## config.mk

```make
export PLATFORM = sky130hd
export DESIGN_NAME = serial_and_deser_flat
export DESIGN_NICKNAME = d
export VERILOG_FILES = /design/src/rtl/serial_and_deser_pkg.sv /design/src/rtl/serial_and_deser_if.sv /design/src/rtl/serial_and_deser_frame_counter.sv /design/src/rtl/serial_and_deser.sv /design/src/flat_wrapper.sv
export SDC_FILE = /design/constraint.sdc
export NUM_CORES = 1
export LEC_CHECK = 0
export ABC_AREA = 1
export BUFFER_PORTS_ARGS = -buffer_cell sky130_fd_sc_hd__buf_2
export CAP_MARGIN = 20
export CORE_AREA = 5 5 51 53
export DETAILED_ROUTE_END_ITERATION = 16
export DIE_AREA = 0 0 56 58
export GPL_ROUTABILITY_DRIVEN = 0
export GPL_TIMING_DRIVEN = 0
export PLACE_DENSITY = 0.73
export SLEW_MARGIN = 20
export SYNTH_ARGS = -nofsm -noshare
export SYNTH_HDL_FRONTEND = slang
export SYNTH_SLANG_ARGS = --single-unit
```

## constraint.sdc

```tcl
create_clock -name clk -period 2.6 [get_ports clk]
set_clock_uncertainty 0.2 [all_clocks]
set_input_delay 0.13 -clock clk [delete_from_list [all_inputs] [get_ports clk]]
set_output_delay 0.13 -clock clk [all_outputs]
set_load 0.1 [all_outputs]
```

## src/rtl/serial_and_deser_pkg.sv

```systemverilog
`default_nettype none
// ============================================================================
// Module      : serial_and_pkg
// Description : Shared constants and state type for the serial AND receiver.
// Revision    : 1.0 - initial release
// ============================================================================
package serial_and_pkg;

  localparam int DEFAULT_WIDTH = 8;

  localparam logic [1:0] ST_IDLE  = 2'd0;
  localparam logic [1:0] ST_SHIFT = 2'd1;
  localparam logic [1:0] ST_HOLD  = 2'd2;

  typedef enum logic [1:0] {
    IDLE  = ST_IDLE,
    SHIFT = ST_SHIFT,
    HOLD  = ST_HOLD
  } state_t;

endpackage
`default_nettype wire

```

## src/rtl/serial_and_deser_if.sv

```systemverilog
`default_nettype none
// ============================================================================
// Module      : serial_and_deser_if
// Description : Serial bit input plus valid/ready result output bundle.
// Revision    : 1.0 - initial release
// ============================================================================
interface serial_and_deser_if
  import serial_and_pkg::*;
#(
  parameter int WIDTH = DEFAULT_WIDTH
);
  logic             bit_valid;
  logic             start;
  logic             a;
  logic             b;
  logic [WIDTH-1:0] y;
  logic             y_valid;
  logic             y_ready;
  logic             all_ones;
  logic             busy;

  // Source of serial bits and consumer of result words.
  modport master (
    output bit_valid, start, a, b, y_ready,
    input  y, y_valid, all_ones, busy
  );

  // The receiver itself.
  modport slave (
    input  bit_valid, start, a, b, y_ready,
    output y, y_valid, all_ones, busy
  );
endinterface
`default_nettype wire

```

## src/rtl/serial_and_deser_frame_counter.sv

```systemverilog
`default_nettype none
// ============================================================================
// Module      : frame_counter
// Description : Bit index counter for one frame; flags the last bit index.
// Revision    : 1.0 - initial release
// ============================================================================
module frame_counter
  import serial_and_pkg::*;
#(
  parameter int WIDTH = DEFAULT_WIDTH,
  localparam int CW   = $clog2(WIDTH + 1)
) (
  input  logic          clk,
  input  logic          rst_n,
  input  logic          clear,
  input  logic          load1,
  input  logic          inc,
  output logic [CW-1:0] count,
  output logic          last
);

  // Index register: clear wins over load-1, which wins over increment.
  always_ff @(posedge clk or negedge rst_n) begin
    if (!rst_n) begin
      count <= '0;
    end else if (clear) begin
      count <= '0;
    end else if (load1) begin
      count <= CW'(1);
    end else if (inc) begin
      count <= count + 1'b1;
    end
  end

  assign last = (count == CW'(WIDTH - 1));

endmodule
`default_nettype wire

```

## src/rtl/serial_and_deser.sv

```systemverilog
`default_nettype none
// ============================================================================
// Module      : serial_and_deser
// Description : Bit-serial AND receiver assembling a WIDTH-bit result word,
//               presented on a valid/ready handshake.
// Revision    : 1.0 - initial release
// ============================================================================
module serial_and_deser
  import serial_and_pkg::*;
#(
  parameter int WIDTH = DEFAULT_WIDTH
) (
  input logic              clk,
  input logic              rst_n,
  serial_and_deser_if.slave bus
);

  localparam int CW = $clog2(WIDTH + 1);
  // A one-bit frame is complete as soon as bit 0 lands.
  localparam state_t AFTER_BIT0 = (WIDTH == 1) ? HOLD : SHIFT;

  state_t           state;
  state_t           state_next;
  logic [WIDTH-1:0] y_reg;
  logic [WIDTH-1:0] y_next;
  logic             y_valid_reg;
  logic             busy_reg;
  logic             all_ones_reg;

  logic             cnt_clear;
  logic             cnt_load1;
  logic             cnt_inc;
  logic [CW-1:0]    count;
  logic             last;

  logic             bit_and;
  logic             capture0;
  logic             do_start;

  assign bit_and  = bus.a & bus.b;
  assign capture0 = bus.bit_valid & bus.start;

  frame_counter #(
    .WIDTH (WIDTH)
  ) u_frame_counter (
    .clk   (clk),
    .rst_n (rst_n),
    .clear (cnt_clear),
    .load1 (cnt_load1),
    .inc   (cnt_inc),
    .count (count),
    .last  (last)
  );

  // State register.
  always_ff @(posedge clk or negedge rst_n) begin
    if (!rst_n) begin
      state <= IDLE;
    end else begin
      state <= state_next;
    end
  end

  // Next-state, next-word and counter control.
  always_comb begin
    state_next = state;
    y_next     = y_reg;
    cnt_clear  = 1'b0;
    cnt_load1  = 1'b0;
    cnt_inc    = 1'b0;
    do_start   = 1'b0;

    case (state)
      IDLE: begin
        if (capture0) do_start = 1'b1;
      end
      SHIFT: begin
        if (bus.bit_valid) begin
          if (bus.start) begin
            // Restart: the partial word is abandoned.
            do_start = 1'b1;
          end else begin
            for (int i = 0; i < WIDTH; i++) begin
              if (i == int'(count)) y_next[i] = bit_and;
            end
            if (last) begin
              state_next = HOLD;
              cnt_clear  = 1'b1;
            end else begin
              cnt_inc = 1'b1;
            end
          end
        end
      end
      HOLD: begin
        // Bits arriving without a handshake are dropped.
        if (bus.y_ready) begin
          if (capture0) state_next = IDLE;
          if (capture0) do_start = 1'b1;
          else          state_next = IDLE;
        end
      end
      default: begin
        state_next = IDLE;
        cnt_clear  = 1'b1;
      end
    endcase

    // Bit 0 of a new frame clears every other bit of the word.
    if (do_start) begin
      y_next     = '0;
      y_next[0]  = bit_and;
      state_next = AFTER_BIT0;
      if (WIDTH == 1) cnt_clear = 1'b1;
      else            cnt_load1 = 1'b1;
    end
  end

  // Registered outputs, derived from the upcoming state so they align with it.
  always_ff @(posedge clk or negedge rst_n) begin
    if (!rst_n) begin
      y_reg        <= '0;
      y_valid_reg  <= 1'b0;
      busy_reg     <= 1'b0;
      all_ones_reg <= 1'b0;
    end else begin
      y_reg        <= y_next;
      y_valid_reg  <= (state_next == HOLD);
      busy_reg     <= (state_next == SHIFT);
      all_ones_reg <= (state_next == HOLD) & (&y_next);
    end
  end

  assign bus.y        = y_reg;
  assign bus.y_valid  = y_valid_reg;
  assign bus.busy     = busy_reg;
  assign bus.all_ones = all_ones_reg;

endmodule
`default_nettype wire

```

## src/flat_wrapper.sv

```systemverilog
// flat-port wrapper written by rule: the top's interface ports become plain ports
module serial_and_deser_flat import serial_and_pkg::*;
#(
  parameter int WIDTH = DEFAULT_WIDTH
)
  (clk, rst_n, bus_bit_valid, bus_start, bus_a, bus_b, bus_y_ready, bus_y, bus_y_valid, bus_all_ones, bus_busy);
  serial_and_deser_if #(.WIDTH(WIDTH)) bus_i ();
  input logic clk;
  input logic rst_n;
  input wire logic [$bits(bus_i.bit_valid)-1:0] bus_bit_valid;
  input wire logic [$bits(bus_i.start)-1:0] bus_start;
  input wire logic [$bits(bus_i.a)-1:0] bus_a;
  input wire logic [$bits(bus_i.b)-1:0] bus_b;
  input wire logic [$bits(bus_i.y_ready)-1:0] bus_y_ready;
  output wire logic [$bits(bus_i.y)-1:0] bus_y;
  output wire logic [$bits(bus_i.y_valid)-1:0] bus_y_valid;
  output wire logic [$bits(bus_i.all_ones)-1:0] bus_all_ones;
  output wire logic [$bits(bus_i.busy)-1:0] bus_busy;
  assign bus_i.bit_valid = bus_bit_valid;
  assign bus_i.start = bus_start;
  assign bus_i.a = bus_a;
  assign bus_i.b = bus_b;
  assign bus_i.y_ready = bus_y_ready;
  assign bus_y = bus_i.y;
  assign bus_y_valid = bus_i.y_valid;
  assign bus_all_ones = bus_i.all_ones;
  assign bus_busy = bus_i.busy;
  serial_and_deser #(.WIDTH(WIDTH)) u_core (.clk(clk), .rst_n(rst_n), .bus(bus_i));
endmodule
```

==> flow_metrics.py <==
metrics = {
    "sta": {
        "worst-slew-pin-transition_ns": 0.488,
        "report.final.hold_viol_count": 0,
        "worst_slew_margin_rel_pct": 67.7,
        "report.final.setup_viol": 0,
        "fin_hold_ws_ns": 0.0327,
        "period_needed_ns": 1.82,
        "fmaxAchievable_ghz": 0.548,
        "period_share_pct": 70.2,
        "unrepaired_setup_endpoints_after_global_routing": "no",
        "setup_tns_ns": 0,
        "final_max_slew_viol_count": 0,
    },
    "floorplanning": {
        "dieHeight_um": 58,
        "die_w_um": 56,
        "initial_utilization_pct": 47.4,
        "num_io_pins": 18,
        "site_row_count": 17,
        "die_area_sq_mm": 0.00325,
        "core_area_sq_mm": 0.00211,
    },
    "logic_synthesis": {
        "synth_seq_cells": 17,
        "post_synth.cell_area_avg_sq_um": 7.50,
        "unique_cell_type_count_in_the_yosys_netlist": 19,
        "post_synth_instance_area_sq_um": 997,
        "seq_area_frac_synth_pct": 42.7,
        "synth_nets": 144,
        "count_of_synthesis_stage_warnings_from_yosys": 0,
        "syn_inst": 133,
    },
    "global_routing": {
        "grt_use_met2_pct": 22.4,
        "grt_first_pass_wirelength_um": 3460,
        "grt_most_used_layer": "met2",
        "grt_start_max_net_pins": 18,
        "global_route.usage.total_pct": 13.3,
        "via_count_of_the_first_global_routing_pass": 851,
        "grt.met3_usage_pct": 2.45,
        "antenna_found_initial": 0,
        "grt_util_met1_pct": 17.0,
        "globalRoute.totalOverflow": 0,
    },
    "layout": {
        "layout.cells.most_common_list": "sky130_fd_sc_hd__nand2_1, sky130_fd_sc_hd__inv_1, sky130_fd_sc_hd__nand3_1",
        "area.sequential_sq_um": 425,
        "final_layout_size_suffix_gt1_share_pct": 19.7,
        "leading_cell_type_in_the_layout_fill_and_taps_excluded": "sky130_fd_sc_hd__nand2_1",
        "largest_reg_flops": 8,
        "fin_nets": 169,
        "area_occupied_by_multi_input_gates_sq_um": 452,
        "synthesis_to_finish_area_growth_pct": 17.7,
        "layout.filler_cells": 204,
        "antenna_cells": 0,
    },
    "setup_path": {
        "arrival_ns": 1.85,
        "cp_slowest_cell": "sky130_fd_sc_hd__dfrtp_1",
        "critical-path-max-stage-delay_ns": 0.43,
        "worst_path_most_repeated_cell": "sky130_fd_sc_hd__nand3_1",
        "cp-end-kind": "register",
        "worstSetupPathType": "register to register",
        "timing.critical_path.fanout_max": 5,
        "timing.critical_path.from_type": "register",
        "critical_path.cell_chain": "ha_1 > nand2_1 > nor2_1 > nand3_1 > nand2_1 > nand3_1 > nor2_1 > nand3_1 > nor2_2",
        "worst_ep_required_time_ns": 2.62,
    },
    "placed_design": {
        "dpl.hpwl_um": 1540,
        "portBuffers": 17,
    },
    "power_and_ir_drop": {
        "power.clock.fraction_pct": 12.3,
        "powerDensity_mw_per_mm2": 944,
        "switching_share_pct": 53.0,
        "comb_power_share_pct": 53.5,
        "p_leak_uw": 0.000686,
        "cell_internal_pwr_uw": 521,
        "switchingPower_uw": 587,
        "power_frac_seq_pct": 34.2,
        "max-vdd-ir-drop_mv": 0.511,
    },
    "cts": {
        "tritoncts": "built",
        "clock_tree.root_cell": "sky130_fd_sc_hd__clkbuf_4",
        "htreeDepth": 1,
        "clkLatencyLatePin_ns": 0.28,
        "cts_clock_pin_slew_for_the_worst_setup_and_hold_paths_ns": 0.09,
        "clock_path_buffers": 2,
        "tritoncts_num_sinks": 17,
        "postCtsSetupBuffers": 0,
        "cts_buffers": 3,
    },
    "detailed_routing": {
        "detail_route.vias_per_cell": 4.78,
        "dr_total_vias": 884,
        "detail_route.wl_per_cell_um": 10.6,
        "finalWirelength_um": 1960,
        "route.detailed.drc": 0,
        "first_iter_violations": 21,
        "detail-route-antenna-nets": 0,
        "firstDrtPassIters": 5,
    },
    "run_status": {
        "run_status": "complete, no violations",
    },
    "hold_path": {
        "hold_class": "input pin to register",
    },
    "flow_run": {
        "cap_viol_max_count": 0,
    },
}
-- what timing repair did --
action,4_1_cts,5_1_grt
resized for setup,0,0
hold endpoints to repair,19,0
hold buffers,3,0
-- metal layers --
metal / share of wire, % / up-vias / wire length (um)
li1: - / 458 / -
met1: 50 / 402 / 978
met2: 45 / 20 / 883
met3: 3.7 / 4 / 73
met4: 1.1 / 0 / 21
met5: 0 / - / 0
-- cell usage after synthesis --
library cell / instances / area share [%]
sky130_fd_sc_hd__nand2_1: 31 / 12
sky130_fd_sc_hd__inv_1: 28 / 11
sky130_fd_sc_hd__nand3_1: 20 / 10
sky130_fd_sc_hd__dfrtp_1: 17 / 43
sky130_fd_sc_hd__nor2_1: 12 / 4.5
sky130_fd_sc_hd__a21oi_1: 4 / 2.0
sky130_fd_sc_hd__ha_1: 4 / 5.0
sky130_fd_sc_hd__o21ai_0: 4 / 2.0
sky130_fd_sc_hd__nor2_2: 2 / 1.3
sky130_fd_sc_hd__or2_2: 2 / 1.3
sky130_fd_sc_hd__a31oi_1: 1 / 0.63
sky130_fd_sc_hd__buf_6: 1 / 1.1
sky130_fd_sc_hd__inv_2: 1 / 0.38
sky130_fd_sc_hd__nand2_2: 1 / 0.63
sky130_fd_sc_hd__nand2_4: 1 / 1.1
sky130_fd_sc_hd__nand3b_1: 1 / 0.75
sky130_fd_sc_hd__nand4_2: 1 / 1.3
sky130_fd_sc_hd__nor2_4: 1 / 1.1
sky130_fd_sc_hd__nor2_8: 1 / 2.0
-- power groups by stage --
stage	Clock (uW)	Combinational [uW]	Sequential (uW)
after floorplan	0	256	616
after global placement	0	585	379
after detailed placement	0	593	382
after CTS	145	598	378
after global routing	152	643	388
final	137	593	379
-- path summary, 6_finish.rpt --
| path | start | to | slack, ns | depth (start not counted) |
|---|---|---|---|---|
| max in group asynchronous | rst_n | u_core.state[0] | 1.83 | 2 |
| max reg2reg | u_core.u_frame_counter.count[0] | u_core.bus.all_ones | 0.78 | 9 |
| min reg2reg | u_core.u_frame_counter.count[3] | u_core.u_frame_counter.count[3] | 0.33 | 2 |
| min | bus_bit_valid | u_core.u_frame_counter.count[2] | 0.03 | 5 |
| min in group asynchronous | rst_n | u_core.state[1] | 0.09 | 2 |
| max | u_core.u_frame_counter.count[0] | u_core.bus.all_ones | 0.78 | 9 |
-- worst max-delay path, delay by kind of cell (launching register included) --
family,cells,cell delay [ns]
adder cells (fa/ha/maj),1,0.21
flip-flops,1,0.43
AND/OR/NAND/NOR,8,0.91
-- final cells by class --
class | instances | share of cell area [%]
Buffer | 1 | 0.959
Clock buffer | 4 | 2.24
Inverter | 29 | 9.27
Multi-Input combinational cell | 86 | 38.5
Sequential cell | 17 | 36.2
Tap cell | 28 | 2.99
Timing Repair Buffer | 20 | 9.81
-- stage by stage --
step	util, %	power [uW]	worst slack, ns	std cells	area [sq um]
6_report	55.7	1110	0.776	185	1170
5_1_grt	55.7	1180	0.563	185	1170
4_1_cts	55.7	1120	0.769	185	1170
3_5_place_dp	53.1	975	0.807	178	1120
3_3_place_gp	53.1	964	0.784	178	1120
2_1_floorplan	-	872	0.932	133	997
-- cells by family (layout without fill, tap and decap cells) --
group | Yosys count | in the layout | synth area share [%]
AO/OA/AOI/OAI | 9 | 9 | 4.64
adder cells (fa/ha/maj) | 4 | 4 | 5.02
buffers and inverters | 30 | 54 | 12.0
flip-flops | 17 | 17 | 42.7
AND/OR/NAND/NOR | 73 | 73 | 35.6
(Power assumes the default switching activity.)
